[src/rtl/drsstc_led_pkg.sv]
// Shared constants for the LED activity indicator: mode codes, LED drive
// levels, the per-channel FSM encoding and a counter-width helper.
package drsstc_led_pkg;

  localparam logic [1:0] MODE_ACT   = 2'b00;
  localparam logic [1:0] MODE_OFF   = 2'b01;
  localparam logic [1:0] MODE_ON    = 2'b10;
  localparam logic [1:0] MODE_BLINK = 2'b11;

  // LEDs are driven active-low
  localparam logic LED_LIT  = 1'b0;
  localparam logic LED_DARK = 1'b1;

  typedef enum logic [1:0] {
    IDLE = 2'b00,
    ON   = 2'b01,
    GAP  = 2'b10
  } act_state_e;

  // Width for a down-counter loaded with at most max(a,b)-1; never below 1 bit
  function automatic int cnt_width(input int a, input int b);
    int m;
    m = (a > b) ? a : b;
    return (m < 2) ? 1 : $clog2(m);
  endfunction

endpackage

[src/rtl/led_act_stretch.sv]
// One LED channel: async input synchroniser, rising-edge detect, and the
// IDLE/ON/GAP stretch FSM. Events arriving during ON/GAP collapse into a
// single pending flash that starts right after the gap.
module led_act_stretch
  import drsstc_led_pkg::*;
#(
  parameter int SYNC_STAGES = 2,
  parameter int STRETCH_CYC = 2000000,
  parameter int GAP_CYC     = 2000000
) (
  input  logic clk,
  input  logic rst,
  input  logic evt_in,
  output logic on,
  output logic busy
);

  localparam int CW = cnt_width(STRETCH_CYC, GAP_CYC);
  localparam logic [CW-1:0] STRETCH_LD = CW'(STRETCH_CYC - 1);
  localparam logic [CW-1:0] GAP_LD     = CW'(GAP_CYC - 1);

  logic [SYNC_STAGES-1:0] sync;
  logic                   prev;
  logic                   evt;
  act_state_e             state, state_n;
  logic [CW-1:0]          cnt, cnt_n;
  logic                   pend, pend_n;

  // Synchroniser chain plus the delayed copy used for edge detection
  always_ff @(posedge clk or posedge rst) begin
    if (rst) begin
      sync <= '0;
      prev <= 1'b0;
    end else begin
      sync <= {sync[SYNC_STAGES-2:0], evt_in};
      prev <= sync[SYNC_STAGES-1];
    end
  end

  assign evt = sync[SYNC_STAGES-1] & ~prev;

  // FSM state, stretch/gap counter and pending flag
  always_ff @(posedge clk or posedge rst) begin
    if (rst) begin
      state <= IDLE;
      cnt   <= '0;
      pend  <= 1'b0;
    end else begin
      state <= state_n;
      cnt   <= cnt_n;
      pend  <= pend_n;
    end
  end

  // Next-state: ON lasts STRETCH_CYC cycles, GAP lasts GAP_CYC cycles
  always_comb begin
    state_n = state;
    cnt_n   = cnt;
    pend_n  = pend;
    case (state)
      IDLE: begin
        if (evt) begin
          state_n = ON;
          cnt_n   = STRETCH_LD;
          pend_n  = 1'b0;
        end
      end
      ON: begin
        pend_n = pend | evt;
        if (cnt == '0) begin
          state_n = GAP;
          cnt_n   = GAP_LD;
        end else begin
          cnt_n = cnt - CW'(1);
        end
      end
      GAP: begin
        if (cnt == '0) begin
          pend_n = 1'b0;
          if (pend | evt) begin
            state_n = ON;
            cnt_n   = STRETCH_LD;
          end else begin
            state_n = IDLE;
          end
        end else begin
          pend_n = pend | evt;
          cnt_n  = cnt - CW'(1);
        end
      end
      default: begin
        state_n = IDLE;
        cnt_n   = '0;
        pend_n  = 1'b0;
      end
    endcase
  end

  assign on   = (state == ON);
  assign busy = (state != IDLE);

endmodule

[src/rtl/led_activity_indicator.sv]
// Multi-channel active-low LED driver: per-channel activity stretchers, a
// shared blink generator, per-channel mode mux, DIP test override and
// registered outputs. Optional dimming PWM is enabled by LED_DIM_PWM_EN,
// which adds the DIM input.
module led_activity_indicator
  import drsstc_led_pkg::*;
#(
  parameter int NUM_CH         = 4,
  parameter int SYNC_STAGES    = 2,
  parameter int STRETCH_CYC    = 2000000,
  parameter int GAP_CYC        = 2000000,
  parameter int BLINK_HALF_CYC = 10000000
) (
  input  logic                  CLK_40M,
  input  logic                  RST,
  input  logic [NUM_CH-1:0]     EVT_IN,
  input  logic [2*NUM_CH-1:0]   MODE,
  input  logic                  TEST_EN,
  input  logic [NUM_CH-1:0]     TEST_PAT,
`ifdef LED_DIM_PWM_EN
  input  logic [2:0]            DIM,
`endif
  output logic [NUM_CH-1:0]     LED_N,
  output logic [NUM_CH-1:0]     ACT_BUSY
);

  localparam int BW = (BLINK_HALF_CYC < 2) ? 1 : $clog2(BLINK_HALF_CYC);

  logic [NUM_CH-1:0] ch_on, ch_busy, lit, led_n_next;
  logic [BW-1:0]     blink_cnt;
  logic              blink_phase;
  logic              pwm_ok;

  for (genvar k = 0; k < NUM_CH; k++) begin : g_ch
    led_act_stretch #(
      .SYNC_STAGES (SYNC_STAGES),
      .STRETCH_CYC (STRETCH_CYC),
      .GAP_CYC     (GAP_CYC)
    ) u_ch (
      .clk    (CLK_40M),
      .rst    (RST),
      .evt_in (EVT_IN[k]),
      .on     (ch_on[k]),
      .busy   (ch_busy[k])
    );
  end

  // Free-running blink generator shared by all channels
  always_ff @(posedge CLK_40M or posedge RST) begin
    if (RST) begin
      blink_cnt   <= '0;
      blink_phase <= 1'b0;
    end else if (blink_cnt == BW'(BLINK_HALF_CYC - 1)) begin
      blink_cnt   <= '0;
      blink_phase <= ~blink_phase;
    end else begin
      blink_cnt <= blink_cnt + BW'(1);
    end
  end

`ifdef LED_DIM_PWM_EN
  logic [7:0] pwm_cnt;

  // Free-running dimming PWM; top three bits compared against DIM
  always_ff @(posedge CLK_40M or posedge RST) begin
    if (RST) pwm_cnt <= '0;
    else     pwm_cnt <= pwm_cnt + 8'd1;
  end

  assign pwm_ok = (pwm_cnt[7:5] <= DIM);
`else
  assign pwm_ok = 1'b1;
`endif

  // Mode mux, dimming gate and test override (test bypasses dimming)
  always_comb begin
    lit        = '0;
    led_n_next = '1;
    for (int k = 0; k < NUM_CH; k++) begin
      case (MODE[2*k +: 2])
        MODE_ACT: lit[k] = ch_on[k];
        MODE_OFF: lit[k] = 1'b0;
        MODE_ON:  lit[k] = 1'b1;
        default:  lit[k] = blink_phase;
      endcase
      if (TEST_EN) led_n_next[k] = ~TEST_PAT[k];
      else         led_n_next[k] = (lit[k] & pwm_ok) ? LED_LIT : LED_DARK;
    end
  end

  // Registered LED drives and busy flags
  always_ff @(posedge CLK_40M or posedge RST) begin
    if (RST) begin
      LED_N    <= '1;
      ACT_BUSY <= '0;
    end else begin
      LED_N    <= led_n_next;
      ACT_BUSY <= ch_busy;
    end
  end

endmodule

[config.mk]
export PLATFORM = sky130hd
export DESIGN_NAME = led_activity_indicator
export DESIGN_NICKNAME = d
export VERILOG_FILES = /design/src/rtl/drsstc_led_pkg.sv /design/src/rtl/led_act_stretch.sv /design/src/rtl/led_activity_indicator.sv
export SDC_FILE = /design/constraint.sdc
export NUM_CORES = 1
export LEC_CHECK = 0
export CAP_MARGIN = 10
export CORE_ASPECT_RATIO = 1.1
export CORE_UTILIZATION = 38
export CTS_CLUSTER_DIAMETER = 40
export DETAILED_ROUTE_END_ITERATION = 10
export PLACE_DENSITY_LB_ADDON = 0.15
export SLEW_MARGIN = 20
export SYNTH_ARGS = -nofsm -noshare
export SYNTH_HDL_FRONTEND = slang
export SYNTH_SLANG_ARGS = --single-unit
[constraint.sdc]
create_clock -name CLK_40M -period 9.5 [get_ports CLK_40M]
set_input_delay 1.425 -clock CLK_40M [delete_from_list [all_inputs] [get_ports CLK_40M]]
set_output_delay 1.425 -clock CLK_40M [all_outputs]
set_load 0.01 [all_outputs]
# == Word-level counts from Yosys, hierarchy flattened ==
# Index checks and enable logic that the tools add are counted.
# totals
regBits,141
inputBits,19
out_inout_bits,8
# op_classes
n_addsub,5
eq_ne,33
mux,65
bitwise_logic,17
reduce_logical,24
# op_table
operator,n
$mux W21,16
$pmux W21 S3,4
$logic_not A21 Y1,4
$sub A21 B1 Y21 const B,4
$add A24 B1 Y24 const B,1
$eq A24 B24 Y1 const B,1
$mux W2,12
$mux W24,1
$pmux W1 S3,8
$pmux W2 S3,4
$mux W1,20
$eq A2 B1 Y1 const B,8
$eq A2 B2 Y1 const B,8
$logic_not A2 Y1,8
$ne A2 B1 Y1 const B,8
$ne A3 B2 Y1 const B,4
$reduce_and A3 Y1,4
$not A1 Y1,9
$ne A2 B2 Y1 const B,4
$reduce_and A2 Y1,4
$reduce_bool A2 Y1,4
$and A1 B1 Y1,4
$or A1 B1 Y1,4

# == Logic depth before layout (Yosys ltp) ==
# Gate-level depths: netlist (run 1).
# logic_depth
word_depth,6
mapped_depth,11
depth_no_buf,7

# == Hierarchy ==
# Synthesis (run 1) repeated with hierarchy kept, for this count alone.
# unflattened
cells_unflattened,883
hier_area_um2,8368.0
# modules_own_cells
module,instances,cells_each,area_each_um2,seq_area_each_um2
led_act_stretch at g_ch[1].u_ch ...,3,185,1729.2,675.6
led_act_stretch at g_ch[0].u_ch,1,188,1695.4,675.6
led_activity_indicator,1,140,1485.2,830.8

# == Worst setup path before layout (run 1) ==
# No wires, ideal clock.
# synth_path
kind,reg2reg
start,register g_ch[2].u_ch.cnt[10]
end,register g_ch[2].u_ch.cnt[6]
setup_ns,0.138
t_arrival_ns,2.539
slack_ns,6.823
path_stages_with_launch,10
n_path_buf,4
synth_period_minus_slack_ns,2.677
path_cell_list,dfrtp_1 -> or4_1 -> buf_2 -> or4_1 -> buf_4 -> o31ai_4 -> buf_6 -> buf_6 -> a21oi_1 -> a2bb2oi_1
# synth_between
elab_chain_len,3
word_cells_on_any_way,6
# synth_lines
element,line,source
"start, declared",led_act_stretch.sv:26,"logic [CW-1:0] cnt, cnt_n;"
"start signal, assigned",led_act_stretch.sv:50,cnt <= cnt_n;
$logic_not A21 Y1 *,"led_act_stretch.sv:70, led_act_stretch.sv:78",
$mux W21 (tied with other cells),led_act_stretch.sv:78,if (cnt == '0) begin
$pmux W21 S3 / $reduce_and A2 Y1 (equally long branches),--,
# Mark *: on every way between the ends. The rest lies on a longest branch, timed or not.
# A chain may end at the register's enable or synchronous reset.

# == Worst setup path in the final report (run 1) ==
# layout_path
start,register g_ch[2].u_ch.cnt[10]
end,register g_ch[2].u_ch.cnt[7]
# The elaborated chain is that of the path after synthesis.

==> flow_metrics.tcl, run 1 <==
set metrics [dict create \
    status "completed" \
    wl_microns 18810 \
    ir_worst_vdd_mv 0.1264 \
    crit_path_start_kind "register" \
    holdCritPathClass "reg -> reg" \
    num-fill-cells 2004 \
    pre_cts_ws_ns 6.078 \
    place.gp.congestion 0.7866 \
    yosysSeqAreaShare_pct 44.35 \
    ys_ff_latch 141 \
    syn-cell-area_sq_mm 0.007968 \
    grt_pass1_vias 6435 \
    cap_violations 0 \
    tightest_slew_ns 1.082 \
    cts_resized 0 \
    hold_viol 0 \
    setup_viol 0 \
    r2r-start "g_ch[2].u_ch.cnt[10]$_DFFE_PP0P_" \
    tns_ns 0 \
    total_power_mw 2.581 \
    clock_skew_ns 0.01165 \
    max_slew_margin_pct 27.40 \
    wl_met2_microns 8724 \
    ios 27 \
    maxSlewViolCount 0 \
    fin_hold_ws_ns 0.3460 \
    antenna_cells 0 \
    syn_area_per_cell_sq_um 9.265 \
    final_cell_mix "dfrtp_1 (137), a21oi_1 (76), nor2_1 (75), nand2_1 (48), nor3_1 (33)" \
    maxClockFrequency_ghz 0.2954 \
    crit_path_end_kind "register" \
    p_seq_share_pct 35.8 \
    highest_layer "met4" \
    cts_tree "built" \
    power_switching_mw 1.003 \
    p_clk_share_pct 25.5 \
    ys_types 69 \
    port_buffers 26 \
    syn_to_final_growth_pct 13.13 \
    cts_root_buf "clkbuf_16" \
    ctsHtreeMaxLevel 4 \
    drcViolationCount 0 \
    syn_inst 860 \
    clk_latency_ns 0.42 \
    crit_type "reg -> reg" \
    cell_internal_pwr_mw 1.578 \
    fp-row-count 55 \
    netSwitchingFraction_pct 38.86 \
    dieArea_sq_mm 0.02155 \
    final_cells 1141 \
    dieWidth_microns 140.1 \
    clk_pin_slew_ns 0.06 \
    pwr-share-comb_pct 38.7 \
    drive_above_1_share_pct 8.249 \
    ys.warnings.count 0 \
    p_leak_nw 3.614 \
    finalCritPeriodShare_pct 35.63 \
    fp.dieH_microns 153.9 \
    hpwlAfterDp_microns 12480 \
    power_density_mw_per_mm2 286.3 \
    overflow 0 \
    vias_per_cell 5.865 \
    cts_buffer_depth 2 \
    syn_nets 903 \
    start_util_pct 38.72 \
    worstPathArrival_ns 3.75 \
    hold_start "g_ch[2].u_ch.sync[0]$_DFF_PP0_" \
    ys.flop_type "dfrtp_1" \
    final_core_util_pct 43.81 \
    holdBufCountCts 0 \
    grt_antenna_before_repair 0 \
    postCtsSetupRepairBufs 0 \
    synth-edff-count 0 \
    nets 915 \
    final_common_cell "dfrtp_1" \
    rsz0062_at_grt "false" \
    critPathMaxFanout 25 \
    routed-wl-met3_microns 632 \
    grt_max_degree 74 \
    first_pass_iters 5 \
    vias 6692 \
    drtIter0Drc 403 \
    final_area_sq_mm 0.009014 \
    setup_slack_ns 6.115 \
    grt_use_total_pct 18.37 \
    synthArstFlopShare_pct 100.0 \
    grt_first_pass_wirelength_microns 31860 \
    ant_nets 0 \
    clock_sinks 141 \
    dp.cells 1109 \
    core_sq_mm 0.02058 \
    cp_data_required_time_ns 9.86 \
    startpoint "g_ch[2].u_ch.cnt[10]$_DFFE_PP0P_" \
    cts-buffers-inserted 17 \
    wl_met1_microns 9264 \
    min_period_ns 3.385 \
    wl_per_cell_microns 16.49 \
    placed_cell_area_sq_mm 0.008428 \
]
logic make-up (layout without fill, tap and decap cells):
kind of cell             after synthesis  in the layout  synth area share (%)
AND/OR/NAND/NOR                      357            357                 24.56
AO/OA/AOI/OAI                        236            236                 20.13
flip-flops                           141            141                 44.35
buffers and inverters                 71             96                 3.628
XOR/XNOR                              25             25                 2.748
adder cells (fa/ha/maj)               24             24                 3.769
multiplexers                           6              6                0.8166
area by class of cell:
| class | count | area, sq um | share of cell area (%) |
|---|---|---|---|
| clock buffer | 27 | 533.0 | 5.913 |
| clock inverter | 5 | 52.55 | 0.5830 |
| inverter | 35 | 136.4 | 1.513 |
| multi-input combinational | 648 | 4155 | 46.10 |
| sequential | 141 | 3533 | 39.20 |
| tap | 256 | 320.3 | 3.554 |
| timing repair buffer | 29 | 282.8 | 3.137 |
synthesized netlist by cell type, types with 6 or more instances:
cell / count / area share [%]
a31oi_1: 23 / 1.8
inv_1: 32 / 1.5
nand4_1: 14 / 1.1
o21ai_0: 28 / 1.8
or4b_2: 6 / 0.75
nor3_1: 33 / 2.1
o31ai_1: 20 / 1.9
nor2b_1: 6 / 0.47
o22a_1: 12 / 1.3
nand3_1: 25 / 1.6
or2_2: 13 / 1.0
xnor2_1: 11 / 1.2
nor4_1: 23 / 1.8
and3_1: 13 / 1.0
or3_1: 29 / 2.3
ha_1: 24 / 3.8
a22o_1: 8 / 0.88
nand2b_1: 17 / 1.3
a211oi_1: 14 / 1.3
nand2_1: 48 / 2.3
clkbuf_1: 28 / 1.3
xor2_1: 14 / 1.5
or4_1: 31 / 2.9
dfrtp_1: 137 / 43
a21oi_1: 76 / 4.8
nor2_1: 76 / 3.6
o41ai_1: 6 / 0.66
layer usage:
layer | vias to the layer above | global-route usage [%]
li1 | 3265 | -
met1 | 3294 | 24.40
met2 | 119 | 30.00
met5 | - | 0
met3 | 14 | 4.080
met4 | 0 | 5.181
state kept, by name, indices dropped and copies added, names as in the netlist:
signal,flops
g_ch.u_ch.state,8
blink_cnt,24
g_ch.u_ch.cnt,84
blink_phase,1
ACT_BUSY,4
g_ch.u_ch.pend,4
g_ch.u_ch.sync,8
LED_N,4
g_ch.u_ch.prev,4
path summary, 6_finish.rpt:
kind                                               endpoint  slack, ns  depth (start not counted)
max in group asynchronous  g_ch[1].u_ch.cnt[14]$_DFFE_PP0P_       6.64                          3
min                          g_ch[2].u_ch.sync[1]$_DFF_PP0_       0.35                          0
max reg2reg                 g_ch[2].u_ch.cnt[7]$_DFFE_PP0P_       6.11                          5
min in group asynchronous    g_ch[0].u_ch.sync[0]$_DFF_PP0_       1.50                          2
min reg2reg                  g_ch[2].u_ch.sync[1]$_DFF_PP0_       0.35                          0
max                         g_ch[2].u_ch.cnt[7]$_DFFE_PP0P_       6.11                          5
power groups by stage:
stage                     clock, mW  sequential (mW)  combinational, mW
after floorplan                   0            0.881              0.798
after global placement            0            0.929              0.993
after detailed placement          0            0.929               1.00
after CTS                     0.673            0.921               1.00
after global routing          0.702            0.949               1.12
final                         0.657            0.924              0.999
worst max-delay path: stages, from the launching register on:
cell,delay (ns)
dfrtp_1,0.43
or4_1,0.68
or4_1,0.77
o31ai_4,0.95
a21oi_2,0.20
o21ba_2,0.31
Note: power is estimated with default switching activity, not from simulation.
==> run 2: changes to the inputs <==
Clock period 9.5 ns to 3 ns, I/O delays scaled along.
==> flow_metrics.tcl, run 2 (synthesized netlist as in run 1, its figures left out) <==
set metrics [dict create \
    status "completed" \
    cts-buffers-inserted 17 \
    ir_worst_vdd_mv 0.3484 \
    grt_use_total_pct 18.81 \
    grt_antenna_before_repair 0 \
    worstPathCellList "or4_1, or4_1, or3_1, a21oi_2, o21ba_2" \
    critPathTopFamily "simple AND/OR/NAND/NOR gates" \
    grt_first_pass_wirelength_microns 32710 \
    worstPathBufferInverterCount 0 \
    antenna_cells 0 \
    hpwlAfterDp_microns 13060 \
    crit_type "reg -> reg" \
    maxClockFrequency_ghz 0.3645 \
    dieWidth_microns 140.1 \
    top_regs "g_ch.u_ch.cnt (84), blink_cnt (24)" \
    ctsHtreeMaxLevel 4 \
    clk_pin_slew_ns 0.06 \
    first_pass_iters 4 \
    syn_to_final_growth_pct 16.28 \
    setup_viol 0 \
    min_period_ns 2.744 \
    clock_sinks 141 \
    r2r-start "g_ch[2].u_ch.cnt[6]$_DFFE_PP0P_" \
    crit_path_end_kind "register" \
    grt_max_degree 44 \
    cts_resized 0 \
    timing.rr.end "g_ch[2].u_ch.cnt[7]$_DFFE_PP0P_" \
    drtIter0Drc 311 \
    start_util_pct 38.72 \
    max_slew_margin_pct 34.44 \
    cts_tree "built" \
    wl_per_cell_microns 16.18 \
    hold_depth 0 \
    holdBufCountCts 0 \
    critPathSlowestCell "or4_1" \
    cts_buffer_depth 2 \
    overflow 0 \
    largest-register "g_ch.u_ch.cnt" \
    grt_pass1_vias 6638 \
    crit_path_start_kind "register" \
    port_buffers 26 \
    rsz0062_at_grt "false" \
    holdPathEnd "g_ch[3].u_ch.sync[1]$_DFF_PP0_" \
    maxSlewViolCount 0 \
    worstPathArrival_ns 3.05 \
    nets 944 \
    power_density_mw_per_mm2 899.6 \
    core_sq_mm 0.02058 \
    ant_nets 0 \
    critPathMaxFanout 8 \
    r2r_cells 5 \
    fp-row-count 55 \
    hold_start "g_ch[3].u_ch.sync[0]$_DFF_PP0_" \
    holdCritPathClass "reg -> reg" \
    reg2reg_slack_ns 0.26 \
    vias 6800 \
    finalCritPeriodShare_pct 91.45 \
    largest_reg_flops 84 \
    wl_microns 18940 \
    cpMostUsedCell "or4_1" \
    final_common_cell "dfrtp_1" \
    drive_above_1_share_pct 11.05 \
    clock_skew_ns 0.007864 \
    tns_ns 0 \
    vias_per_cell 5.812 \
    fp.dieH_microns 153.9 \
    drcViolationCount 0 \
    ios 27 \
    cts_root_buf "clkbuf_16" \
    dieArea_sq_mm 0.02155 \
    postCtsSetupRepairBufs 0 \
    final_cell_mix "dfrtp_1 (137), nor2_1 (76), a21oi_1 (76), nand2_1 (48), nor3_1 (33)" \
    cp_data_required_time_ns 3.31 \
    hold_viol 0 \
    tightest_slew_ns 0.9775 \
    place.gp.congestion 0.8151 \
    final_core_util_pct 45.03 \
    slowest_delay_ns 0.59 \
    clk_latency_ns 0.42 \
    p_leak_nw 3.767 \
    cap_violations 0 \
]
==> run 2: cell types whose count changed in the layout (fill, tap and decap cells not counted), sizes merged <==
| cell | previous run | this run |
|---|---|---|
| inv | 32 | 31 |
| clkinvlp | 1 | 2 |
| buf | 3 | 32 |
==> run 2: layer usage <==
metal | vias up | global-route usage [%] | wire, microns | share of wire [%]
li1 | 3349 | - | - | -
met1 | 3307 | 25.57 | 9372 | 49
met2 | 123 | 29.86 | 8656 | 46
met3 | 21 | 3.021 | 627 | 3.3
met4 | 0 | 7.640 | 280 | 1.5
met5 | - | 0 | 0 | 0
==> run 2: final cells by class <==
class | count | area [sq um]
multi-input cells | 648 | 4153
clock buffers | 27 | 533.0
flip-flops and latches | 141 | 3533
repair buffers | 58 | 538.0
inverters | 35 | 135.1
fillers | 1973 | 11310
clock inverters | 5 | 52.55
well taps | 256 | 320.3
==> run 2: where the power goes <==
group / leakage [nW] / internal [mW] / switching (mW)
Sequential: 1.76 / 2.40 / 0.499
Combinational: 1.72 / 1.44 / 1.93
Clock: 0.289 / 1.29 / 0.781
==> run 2: per-stage QoR <==
| step | hold slack [ns] | instances | setup WS (ns) | total power [mW] | instance area (sq um) |
|---|---|---|---|---|---|
| 3_3_place_gp | 0.3333 | 1138 | 0.2798 | 6.258 | 8680 |
| 2_1_floorplan | 0.3312 | 860 | 0.3235 | 5.317 | 7971 |
| 4_1_cts | 0.3512 | 1170 | 0.2355 | 8.404 | 9265 |
| 5_1_grt | 0.3547 | 1170 | 0.07595 | 8.994 | 9265 |
| 6_report | 0.3483 | 1170 | 0.2564 | 8.335 | 9265 |
| 3_5_place_dp | 0.3379 | 1138 | 0.2351 | 6.280 | 8680 |
==> run 2: how the worst max path moves through the flow <==
stage,start,end,cells past startpoint
final,g_ch[2].u_ch.cnt[6]$_DFFE_PP0P_,g_ch[2].u_ch.cnt[7]$_DFFE_PP0P_,5
after global routing,g_ch[3].u_ch.cnt[11]$_DFFE_PP0P_,g_ch[3].u_ch.cnt[13]$_DFFE_PP0P_,5
after CTS,g_ch[2].u_ch.cnt[6]$_DFFE_PP0P_,g_ch[2].u_ch.cnt[7]$_DFFE_PP0P_,5
after detailed placement,g_ch[2].u_ch.cnt[10]$_DFFE_PP0P_,g_ch[2].u_ch.cnt[7]$_DFFE_PP0P_,5
after global placement,g_ch[2].u_ch.cnt[6]$_DFFE_PP0P_,g_ch[2].u_ch.cnt[7]$_DFFE_PP0P_,5
after floorplan,g_ch[2].u_ch.cnt[10]$_DFFE_PP0P_,g_ch[2].u_ch.cnt[6]$_DFFE_PP0P_,9
==> run 2: worst reg2reg max path, cell delays in order, from the launching register on <==
cell and delay (ns):
dfrtp_1 0.44, or4_1 0.59, or4_1 0.59, or3_1 0.42, a21oi_2 0.37, o21ba_2 0.22
==> run 3: changes to the inputs <==
Settings changed: CORE_ASPECT_RATIO 1.1 to 1.75.
==> flow_metrics.tcl, run 3 (synthesized netlist as in run 1, its figures left out) <==
set metrics [dict create \
    top_regs "g_ch.u_ch.cnt (84), blink_cnt (24)" \
    max_slew_margin_pct 28.12 \
    r2r_cells 6 \
    cts_buffer_depth 2 \
    vias_per_cell 5.862 \
    netSwitchingFraction_pct 39.67 \
    crit_path_end_kind "register" \
    ant_nets 0 \
    p_seq_share_pct 34.6 \
    dieWidth_microns 111.5 \
    clk_latency_ns 0.43 \
    p_clk_share_pct 25.2 \
    status "complete, but fails checks" \
    grt_use_total_pct 19.48 \
    finalCritPeriodShare_pct 91.47 \
    start_util_pct 38.94 \
    grt_max_degree 41 \
    cell_internal_pwr_mw 5.088 \
    grt_antenna_before_repair 0 \
    ir_worst_vdd_mv 0.4119 \
    antenna_cells 0 \
    cts_root_buf "clkbuf_16" \
    clk_pin_slew_ns 0.06 \
    hpwlAfterDp_microns 14420 \
    crit_type "reg -> reg" \
    clock_sinks 141 \
    cts_tree "built" \
    wl_microns 19710 \
    port_buffers 26 \
    nets 947 \
    crit_path_start_kind "register" \
    ctsHtreeMaxLevel 4 \
    worstPathArrival_ns 3.05 \
    largest_reg_flops 84 \
    fp.dieH_microns 193.6 \
    place.gp.congestion 0.8353 \
    violations "DRC" \
    first_pass_iters 8 \
    grt_pass1_vias 6814 \
    maxSlewViolCount 0 \
    clock_skew_ns 0.008455 \
    syn_to_final_growth_pct 16.27 \
    min_period_ns 2.744 \
    endpoint "g_ch[2].u_ch.cnt[15]$_DFFE_PP0P_" \
    rsz0062_at_grt "false" \
    tns_ns 0 \
    holdBufCountCts 0 \
    vias 6829 \
    final_cell_mix "dfrtp_1 (137), nor2_1 (76), a21oi_1 (76), nand2_1 (48)" \
    critPathMaxFanout 11 \
    r2r-start "g_ch[2].u_ch.cnt[10]$_DFFE_PP0P_" \
    num-fill-cells 2017 \
    cts-buffers-inserted 17 \
    drive_above_1_share_pct 11.45 \
    largest-register "g_ch.u_ch.cnt" \
    total_power_mw 8.433 \
    core_sq_mm 0.02046 \
    grt_first_pass_wirelength_microns 33860 \
    fin_hold_ws_ns 0.3482 \
    power_density_mw_per_mm2 910.3 \
    overflow 0 \
    setup_viol 0 \
    postCtsSetupRepairBufs 0 \
    reg2reg_slack_ns 0.26 \
    p_leak_nw 3.770 \
    drcViolationCount 4 \
    tightest_slew_ns 1.072 \
    ios 27 \
    cts_resized 0 \
    startpoint "g_ch[2].u_ch.cnt[10]$_DFFE_PP0P_" \
    wl_per_cell_microns 16.92 \
    hold_viol 0 \
    cp_data_required_time_ns 3.31 \
    drtIter0Drc 388 \
    dieArea_sq_mm 0.02157 \
    pwr-share-comb_pct 40.3 \
    final_common_cell "dfrtp_1" \
    timing.rr.end "g_ch[2].u_ch.cnt[15]$_DFFE_PP0P_" \
    cap_violations 0 \
    power_switching_mw 3.345 \
    holdCritPathClass "in -> async" \
    maxClockFrequency_ghz 0.3644 \
    fp-row-count 69 \
]
[run 3: changes by cell type in the layout (fill, tap and decap cells not counted), moves of 2 or more]
cell	before	now
buf_4	29	33
clkbuf_8	7	1
clkinv_4	0	4
inv_6	0	2
[run 3: layout make-up]
type                            count  area [sq um]  share of cell area, %
Timing Repair Buffer               61         548.0                  5.916
Multi-Input combinational cell    648          4153                  44.83
Clock inverter                     12         137.6                  1.486
Inverter                           35         135.1                  1.459
Tap cell                          248         310.3                  3.350
Clock buffer                       20         446.7                  4.822
Sequential cell                   141          3533                  38.14
[run 3: metrics by stage]
step | instance area [sq um] | worst slack [ns] | utilization (%) | cells
detailed placement | 8680 | 0.2607 | 42.42 | 1133
floorplan | 7971 | 0.3235 | - | 860
CTS | 9264 | 0.2424 | 45.28 | 1165
finish | 9264 | 0.2559 | 45.28 | 1165
global placement | 8680 | 0.2740 | 42.42 | 1133
global route | 9264 | 0.1188 | 45.28 | 1165
[run 3: how the worst min path moves through the flow]
stage          cells after the start  slack [ns]                               end
2_1_floorplan                      0        0.33    g_ch[0].u_ch.sync[1]$_DFF_PP0_
3_3_place_gp                       0        0.33    g_ch[1].u_ch.sync[1]$_DFF_PP0_
3_5_place_dp                       0        0.34    g_ch[3].u_ch.sync[1]$_DFF_PP0_
4_1_cts                            2        0.35  g_ch[3].u_ch.cnt[15]$_DFFE_PP0P_
5_1_grt                            2        0.35  g_ch[3].u_ch.cnt[15]$_DFFE_PP0P_
6_report                           2        0.35  g_ch[3].u_ch.cnt[11]$_DFFE_PP0P_
[run 3: critical path, stage by stage, from the launching register on]
cell and delay [ns]:
dfrtp_1 0.43, or4_1 0.55, or4_1 0.65, buf_4 0.21
o31a_1 0.46, o22ai_1 0.25, nor3_2 0.07
[run 3: per-layer routing]
metal | wire [microns] | vias up | share of wire, % | GRT usage (%)
li1 | - | 3344 | - | -
met1 | 8060 | 3349 | 41 | 22.09
met2 | 10770 | 102 | 55 | 35.53
met3 | 426 | 34 | 2.2 | 3.415
met4 | 446 | 0 | 2.3 | 8.208
met5 | 0 | - | 0 | 0
[run 3: power by group through the flow]
stage          Clock [mW]  Combinational, mW  Sequential [mW]
2_1_floorplan           0               2.53             2.79
3_3_place_gp            0               3.38             2.93
3_5_place_dp            0               3.41             2.93
4_1_cts              2.17               3.41             2.90
5_1_grt              2.25               3.82             3.00
6_report             2.12               3.40             2.91
